--- src/rtl/uart_pkg.sv ---
// Shared UART definitions for the transmitter and receiver: FSM state encodings and frame length.
// Parity support is selected at build time with the UART_TX_PARITY_EN macro.
package uart_pkg;

`ifdef UART_TX_PARITY_EN
   localparam int unsigned FRAME_OVERHEAD_BITS = 3;
`else
   localparam int unsigned FRAME_OVERHEAD_BITS = 2;
`endif

   typedef enum logic [2:0] {
      ST_IDLE   = 3'd0,
      ST_START  = 3'd1,
      ST_DATA   = 3'd2,
`ifdef UART_TX_PARITY_EN
      ST_PARITY = 3'd3,
`endif
      ST_STOP   = 3'd4
   } uart_state_e;

   // Line bits per character: start + data + optional parity + stop.
   function automatic int unsigned frame_bits(input int unsigned data_width);
      return data_width + FRAME_OVERHEAD_BITS;
   endfunction

endpackage

--- src/rtl/uart_tx_fifo.sv ---
// Synchronous transmit FIFO. Pointers carry an extra MSB so that full and empty can be told apart;
// o_wr_ready depends only on registered pointers, never on i_wr_valid.
module uart_tx_fifo #(
   parameter int DATA_WIDTH = 8,
   parameter int DEPTH      = 4
) (
   input  logic                  i_clk,
   input  logic                  i_rst_n,
   input  logic [DATA_WIDTH-1:0] i_wr_data,
   input  logic                  i_wr_valid,
   output logic                  o_wr_ready,
   input  logic                  i_rd_en,
   output logic [DATA_WIDTH-1:0] o_rd_data,
   output logic                  o_empty
);

   localparam int AW = $clog2(DEPTH);

   logic [AW:0]           r_wr_ptr;
   logic [AW:0]           r_rd_ptr;
   logic [DATA_WIDTH-1:0] r_mem [DEPTH];
   logic                  w_full;
   logic                  w_empty;
   logic                  w_push;
   logic                  w_pop;

   assign w_empty    = (r_wr_ptr == r_rd_ptr);
   assign w_full     = (r_wr_ptr[AW] != r_rd_ptr[AW]) &&
                       (r_wr_ptr[AW-1:0] == r_rd_ptr[AW-1:0]);
   // A pop in the same cycle does not free a slot for a push into a full FIFO.
   assign w_push     = i_wr_valid && !w_full;
   assign w_pop      = i_rd_en && !w_empty;
   assign o_wr_ready = !w_full;
   assign o_empty    = w_empty;
   assign o_rd_data  = r_mem[r_rd_ptr[AW-1:0]];

   always_ff @(posedge i_clk or negedge i_rst_n) begin
      if (!i_rst_n) begin
         r_wr_ptr <= '0;
         r_rd_ptr <= '0;
      end else begin
         if (w_push) r_wr_ptr <= r_wr_ptr + 1'b1;
         if (w_pop)  r_rd_ptr <= r_rd_ptr + 1'b1;
      end
   end

   always_ff @(posedge i_clk) begin
      if (w_push) r_mem[r_wr_ptr[AW-1:0]] <= i_wr_data;
   end

endmodule

--- src/rtl/uart_tx_buffered.sv ---
// Buffered UART transmitter: FIFO feeding a start/data/[parity]/stop serialiser, LSB first.
// Define UART_TX_PARITY_EN to add an even-parity bit after the data bits.
module uart_tx_buffered
   import uart_pkg::*;
#(
   parameter int DATA_WIDTH = 8,
   parameter int BAUD_DIV   = 16,
   parameter int FIFO_DEPTH = 4
) (
   input  logic                  i_clk,
   input  logic                  i_rst_n,
   input  logic [DATA_WIDTH-1:0] i_data,
   input  logic                  i_valid,
   output logic                  o_ready,
   output logic                  o_tx,
   output logic                  o_busy
);

   localparam int BW = $clog2(BAUD_DIV);
   localparam int IW = (DATA_WIDTH > 1) ? $clog2(DATA_WIDTH) : 1;

   uart_state_e           r_state;
   uart_state_e           w_state_next;
   logic [BW-1:0]         r_baud;
   logic [IW-1:0]         r_bit_idx;
   logic [IW-1:0]         w_bit_idx_next;
   logic [DATA_WIDTH-1:0] r_data;
   logic                  r_tx;
   logic                  w_tx_next;
   logic                  w_pop;
   logic                  w_baud_done;
   logic                  w_last_bit;
   logic [DATA_WIDTH-1:0] w_fifo_data;
   logic                  w_fifo_empty;

   uart_tx_fifo #(
      .DATA_WIDTH (DATA_WIDTH),
      .DEPTH      (FIFO_DEPTH)
   ) u_fifo (
      .i_clk      (i_clk),
      .i_rst_n    (i_rst_n),
      .i_wr_data  (i_data),
      .i_wr_valid (i_valid),
      .o_wr_ready (o_ready),
      .i_rd_en    (w_pop),
      .o_rd_data  (w_fifo_data),
      .o_empty    (w_fifo_empty)
   );

   assign w_baud_done = (r_baud == BW'(BAUD_DIV - 1));
   assign w_last_bit  = (r_bit_idx == IW'(DATA_WIDTH - 1));

   always_ff @(posedge i_clk or negedge i_rst_n) begin
      if (!i_rst_n) r_state <= ST_IDLE;
      else          r_state <= w_state_next;
   end

   always_comb begin
      w_state_next = r_state;
      case (r_state)
         ST_IDLE:   if (!w_fifo_empty) w_state_next = ST_START;
         ST_START:  if (w_baud_done) w_state_next = ST_DATA;
`ifdef UART_TX_PARITY_EN
         ST_DATA:   if (w_baud_done && w_last_bit) w_state_next = ST_PARITY;
         ST_PARITY: if (w_baud_done) w_state_next = ST_STOP;
`else
         ST_DATA:   if (w_baud_done && w_last_bit) w_state_next = ST_STOP;
`endif
         // Back-to-back characters go straight from stop to the next start bit.
         ST_STOP:   if (w_baud_done) w_state_next = w_fifo_empty ? ST_IDLE : ST_START;
         default:   w_state_next = ST_IDLE;
      endcase
   end

   always_comb begin
      w_pop          = ((r_state == ST_IDLE) && !w_fifo_empty) ||
                       ((r_state == ST_STOP) && w_baud_done && !w_fifo_empty);
      w_bit_idx_next = r_bit_idx;
      if ((r_state == ST_DATA) && w_baud_done)
         w_bit_idx_next = w_last_bit ? '0 : r_bit_idx + IW'(1);
      // o_tx is registered, so it is loaded with the level of the state being entered.
      w_tx_next = 1'b1;
      case (w_state_next)
         ST_START:  w_tx_next = 1'b0;
         ST_DATA:   w_tx_next = r_data[w_bit_idx_next];
`ifdef UART_TX_PARITY_EN
         ST_PARITY: w_tx_next = ^r_data;
`endif
         default:   w_tx_next = 1'b1;
      endcase
   end

   always_ff @(posedge i_clk or negedge i_rst_n) begin
      if (!i_rst_n) begin
         r_baud    <= '0;
         r_bit_idx <= '0;
         r_data    <= '0;
         r_tx      <= 1'b1;
      end else begin
         // Every line bit ends on w_baud_done, so restarting there covers each state entry.
         if ((r_state == ST_IDLE) || w_baud_done) r_baud <= '0;
         else                                    r_baud <= r_baud + BW'(1);
         r_bit_idx <= w_bit_idx_next;
         if (w_pop) r_data <= w_fifo_data;
         r_tx <= w_tx_next;
      end
   end

   assign o_tx   = r_tx;
   assign o_busy = (r_state != ST_IDLE) || !w_fifo_empty;

endmodule

--- config.mk ---
export PLATFORM = sky130hd
export DESIGN_NAME = uart_tx_buffered
export DESIGN_NICKNAME = d
export VERILOG_FILES = /design/src/rtl/uart_pkg.sv /design/src/rtl/uart_tx_fifo.sv /design/src/rtl/uart_tx_buffered.sv
export SDC_FILE = /design/constraint.sdc
export NUM_CORES = 1
export LEC_CHECK = 0
export CORE_UTILIZATION = 56
export CTS_CLUSTER_DIAMETER = 120
export CTS_CLUSTER_SIZE = 10
export DETAILED_ROUTE_END_ITERATION = 7
export GPL_ROUTABILITY_DRIVEN = 0
export PLACE_DENSITY = 0.75
export SLEW_MARGIN = 20
export SYNTH_ARGS = -nofsm -noshare
export SYNTH_HDL_FRONTEND = slang
export SYNTH_SLANG_ARGS = --single-unit
export TNS_END_PERCENT = 100
--- constraint.sdc ---
create_clock -name i_clk -period 4.7 [get_ports i_clk]
set_input_delay 0.94 -clock i_clk [delete_from_list [all_inputs] [get_ports i_clk]]
set_output_delay 0.94 -clock i_clk [all_outputs]
set_load 0.02 [all_outputs]
After elaboration in Yosys (flattened, before gate mapping) --
Memories as Yosys holds them, arrays and structs flattened. A register that Yosys moved wholly into a read port is not among the register bits. Cells that the tools add are included.
Storage, ports and cells: register bits after elaboration 17, memory bits (writable) 32, bits of input ports 11, output and inout port bits 3, word-level logic and storage cells 52, memories 1
Cells by class: $add $sub $neg 4, magnitude comparators 1, equal/unequal tests 10, mux-type cells 14, reduce and logical (&&, ||, !) cells 16
Memories:
- u_fifo.r_mem | words 4, width 8, read ports 1, clocked after Yosys merged registers in 1, wr ports 1, line uart_tx_fifo.sv:21 | logic [DATA_WIDTH-1:0] r_mem [DEPTH];
Operator list (count):
- $mux 3 | 6
- $pmux 3 s4 | 1
- $add 3x1->3 const B | 3
- $logic_and 1x1->1 | 8
- $eq 3x1->1 const B | 2
- $eq 3x2->1 const B | 2
- $eq 3x3->1 const B | 2
- $add 4x1->4 const B | 1
- $eq 4x4->1 const B | 1
- $lt 3x4->1 const B | 1
- $mux 1 | 4
- $mux 4 | 1
- $bmux 1 s3 | 1
- $eq 3x3->1 | 1
- $logic_not 1->1 | 3
- $logic_not 3->1 | 1
- $logic_or 1x1->1 | 3
- $reduce_bool 3->1 | 1
- $eq 2x2->1 | 1
- $pmux 1 s2 | 1
- $ne 1x1->1 | 1

Longest topological paths before layout --
depth in word-level cells 6, depth in mapped cells 8, depth with buffers taken out 8

Modules after synthesis --
A second synthesis with hierarchy kept.
Unflattened totals: cells, all modules 175, area total of the unflattened synthesis 2631.3 um^2
By module, submodules not included:
- uart_tx_fifo | instances 1, cells each 89, area each 1635.3 um^2, seq. area each 1111.1 um^2
- uart_tx_buffered | instances 1, cells each 86, area each 996.0 um^2, seq. area each 476.7 um^2

Worst setup path after synthesis --
Ideal clock, no wire load.
path kind reg-to-output, from reg u_fifo.r_rd_ptr[1], to out o_ready, arrival 1.188 ns, required time 3.760 ns, path slack 2.572 ns, cell stages (with the launch flop) 4, path buffers 1, path through dfrtp_1 -> buf_4 -> xor2_1 -> or3_1
Between the ends: longest elaborated chain between the ends 3
Ends and longest elaborated chain:
- from (decl) | line uart_tx_fifo.sv:20 | logic [AW:0] r_rd_ptr;
- from (signal assigned) | line uart_tx_fifo.sv:43 | if (w_pop) r_rd_ptr <= r_rd_ptr + 1'b1;
- $eq 2x2->1 | line uart_tx_fifo.sv:29 | (r_wr_ptr[AW-1:0] == r_rd_ptr[AW-1:0]);
- $logic_and 1x1->1 | line uart_tx_fifo.sv:28 | assign w_full = (r_wr_ptr[AW] != r_rd_ptr[AW]) &&
- $logic_not 1->1 | line uart_tx_fifo.sv:33 | assign o_wr_ready = !w_full;
- to (decl) | line uart_tx_buffered.sv:14 | output logic o_ready,
No other way between the ends.

Final worst setup path --
from reg u_fifo.r_rd_ptr[0], to out o_busy
Between the ends: longest elaborated chain between the ends 3
Ends and longest elaborated chain:
- $eq 3x3->1 | line uart_tx_fifo.sv:27 | assign w_empty = (r_wr_ptr == r_rd_ptr);
- $logic_not 1->1 | line uart_tx_buffered.sv:110 | assign o_busy = (r_state != ST_IDLE) || !w_fifo_empty;
- $logic_or 1x1->1 | line uart_tx_buffered.sv:110
- to (decl) | line uart_tx_buffered.sv:16 | output logic o_busy
No other way between the ends.

==> results.md <==
* Status: complete, no violations
* Pwr/cell area at between 400 and 500 nW/µm²
* Max-cap check violation count at 0
* Final core occ at 66.7%
* N_diodes at 0
* Fillers at 291
* Clock skew at around 5.1 ps
* Mean routed wirelength per cell at 17.1 µm
* FF-to-FF setup slack at between 2000 and 3000 ps
* Final Hold Viols at 0
* Arrival @ worst endpoint at roughly 2300 ps
* CTS Buffer Depth at 2
* Worst hold slack at 483 ps
* Period utilization at between 60% and 70%
* Clk_lat worst skew at 330 ps
* # hold bufs at CTS at 0
* Switching power at 0.305 mW
* Row Count at 24
* Sink Count at between 50 and 60
* Final Power at around 1.3 mW
* Setup Crit Path Kind: flop to output pin
* Final setup fails at 0
* Initial Utilization at approximately 58%
* WP data required at 3760 ps
* CP Capture Type: output pin
* #FFs+latches synth at 57
* Iter 0 DRT Violations at 140
* Final WL at 3.96 mm
* Sequential power share at a little under half
* Tmin final at between 3000 and 4000 ps
* First-pass GRT wire length at between 6 and 7 mm
* Die W at between 60 and 70 µm
* Area Overhead vs Synth at 15.2%
* Core area at around 4400 µm²
* Sequential Area at 1590 µm²
* Internal power at just over 1 mW
* Layout cells sized above 1 at ~24%
* Clock power frac at between 40% and 50%
* CTS resizes at 0
* Unrepaired setup endpoints after global routing: false
* Switching Fraction at a little under a quarter
* DR vias at 1,321
* Post-synth cell types at 39
* Leak at 1.19 nW
* Final instance area at roughly 2900 µm²
* Cell family with most CP delay: flip-flops
* Die ar. at between 4000 and 5000 µm²
* Vias per cell at ~5.7
* Gate Count Post-Synth at 154
* Avg Cell Area, Syn at 16.4 µm²
* Final Max Slew Viols at 0
* GR Util All Layers at roughly a fifth
* Setup bufs post-CTS at 0
* Die Y at slightly below 70 µm
* IO buf count at 13
* Seq/Total Area, Yosys at 63.0%
* Synth warn at 0
* Slew @ Worst Pin at roughly 690 ps
* CP cell instances: xor2_2 > nor3b_1 > nand2_1 > clkdlybuf4s50_1
* Placed Area at between 2000 and 3000 µm²
* Vias in the first global route at 1,373
* Multi-input combinational cell area at 877 µm²
* Rel. slew slack at 53.8%
* CTS tree: built
* Startpoint class of the critical path: flop
* Crit path largest cell delay at approximately 790 ps
* CTS root buf: clkbuf_8
* Mapped Area at between 2000 and 3000 µm²
* Grt ovf at 0
* Mapped Nets at 173
* H-tree depth at 3
* Initial antenna violation count at 0
* Final net count at 193
* CP Buf/Inv Count at 1
* Final setup TNS at 0 ps
* Peak supply drop at 279 µV
* Fmax at a little over 0.3 GHz
* Largest net degree at the start of global routing at 26
* Worst min-delay path class: flop to flop
* Crit-path slowest cell: dfrtp_1
* Comb power frac at 11.7%
* CTS buffer count at 9
* Clock slew at reported path FFs at 60 ps
* DRT antenna net count at 0
* # DRC at 0
* Pre-Repair DR Iteration Count at 4
* I/O Pins at 14
* Highest net fanout along the worst path at 11
* Detail Placement HPWL at 2.66 mm
[per-stage QoR]
step	worst slack [ps]	instances
3_3_place_gp	1840	215
5_1_grt	1220	231
2_1_floorplan	2570	154
6_report	1460	231
4_1_cts	1420	231
3_5_place_dp	1800	215
[metal layers]
metal	part of all wire, %	vias to the layer above	wire (µm)	track usage [%]
li1	-	625	-	-
met1	44	657	1740	25.0
met2	50	31	1980	29.2
met3	4.2	8	167	6.87
met4	1.9	0	77	10.7
met5	0	-	0	0
[path summary, 6_finish.rpt]
path,to,from,cells after the start
min in group asynchronous,u_fifo.r_wr_ptr[1]$_DFFE_PN0P_,i_rst_n,1
worst min register to register,r_baud[0]$_DFF_PN0_,r_baud[0]$_DFF_PN0_,1
max in group asynchronous,o_tx$_DFF_PN1_,i_rst_n,1
worst max register to register,r_data[3]$_DFFE_PN0N_,r_baud[0]$_DFF_PN0_,5
worst max-delay path,o_busy,u_fifo.r_rd_ptr[0]$_DFFE_PN0P_,4
worst min-delay path,r_baud[0]$_DFF_PN0_,r_baud[0]$_DFF_PN0_,1
[worst register-to-register path, cell delays in order (launching register included)]
cell     delay [ps]
dfrtp_1         370
ha_1            200
and3_1          380
nor2b_2         100
or4_4           630
mux2_4          340
[flip-flops by register name, indices dropped and copies added (netlist names)]
name             flops
o_tx                 1
r_baud               4
r_bit_idx            3
r_data               8
r_state              3
u_fifo.r_mem        32
u_fifo.r_rd_ptr      3
u_fifo.r_wr_ptr      3
[logic make-up (layout without fill, tap and decap cells)]
group           after synthesis  count (layout)  synth area share (%)
compound gates               18              18                  4.57
simple gates                 31              31                  7.69
buf+inv                       8              33                  2.23
mux                          23              23                  15.1
fa+ha+maj                     8               8                  3.97
flops                        57              57                  63.0
xor+xnor                      9               9                  3.42
[power by group through the flow]
stage / Sequential [mW] / Combinational (mW) / Clock [mW]
2_1_floorplan: 0.632 / 0.103 / 0
3_3_place_gp: 0.637 / 0.148 / 0
3_5_place_dp: 0.642 / 0.158 / 0
4_1_cts: 0.632 / 0.160 / 0.549
5_1_grt: 0.636 / 0.173 / 0.572
6_report: 0.631 / 0.155 / 0.538
[cell type report]
class	instances	share of cell area, %
inverter	4	0.517
sequential	57	54.7
tap	52	2.24
multi-input combinational	89	30.2
timing repair buffer	13	4.31
clock buffer	10	4.39
clock inverter	6	3.66
[layout by cell type (no fill, tap or decap), types with 2 or more instances in the layout]
cell type         n
nor2_1            7
mux4_2            8
mux2_4            9
inv_1             4
nand2_1           3
dfrtp_1          24
mux2_2            2
clkdlybuf4s50_1  12
clkbuf_8          9
xor2_1            4
mux2i_1           3
ha_1              8
xnor2_1           4
and3_1            5
o21ai_0           7
nand3b_1          2
nor3_1            3
nor3b_1           2
bufinv_16         3
o221ai_1          2
edfxtp_1         32
a21oi_1           3
[synth_stat cells (all sizes together)]
library cell	n	area share, %
a21o	1	0.30
edfxtp	32	38
or3	1	0.25
nor3	3	0.60
xnor2	4	1.4
ha	8	4.0
nor2b	2	0.60
inv	4	0.60
o21a	1	0.30
nor2	8	1.3
mux4	8	7.1
buf	4	1.6
and3	5	1.2
a2111oi	1	0.35
dfstp	1	1.0
dfrtp	24	24
xor2	5	2.0
nand3	1	0.20
a31oi	1	0.25
nand2	4	0.89
and2	1	0.25
or4	1	0.45
mux2	11	6.3
a211oi	1	0.30
o221ai	2	0.69
mux2i	4	1.7
a21oi	3	0.60
o21ai	7	1.4
o21ba	1	0.40
nand3b	2	0.60
nor3b	3	1.3
(Power assumes the default switching activity.)
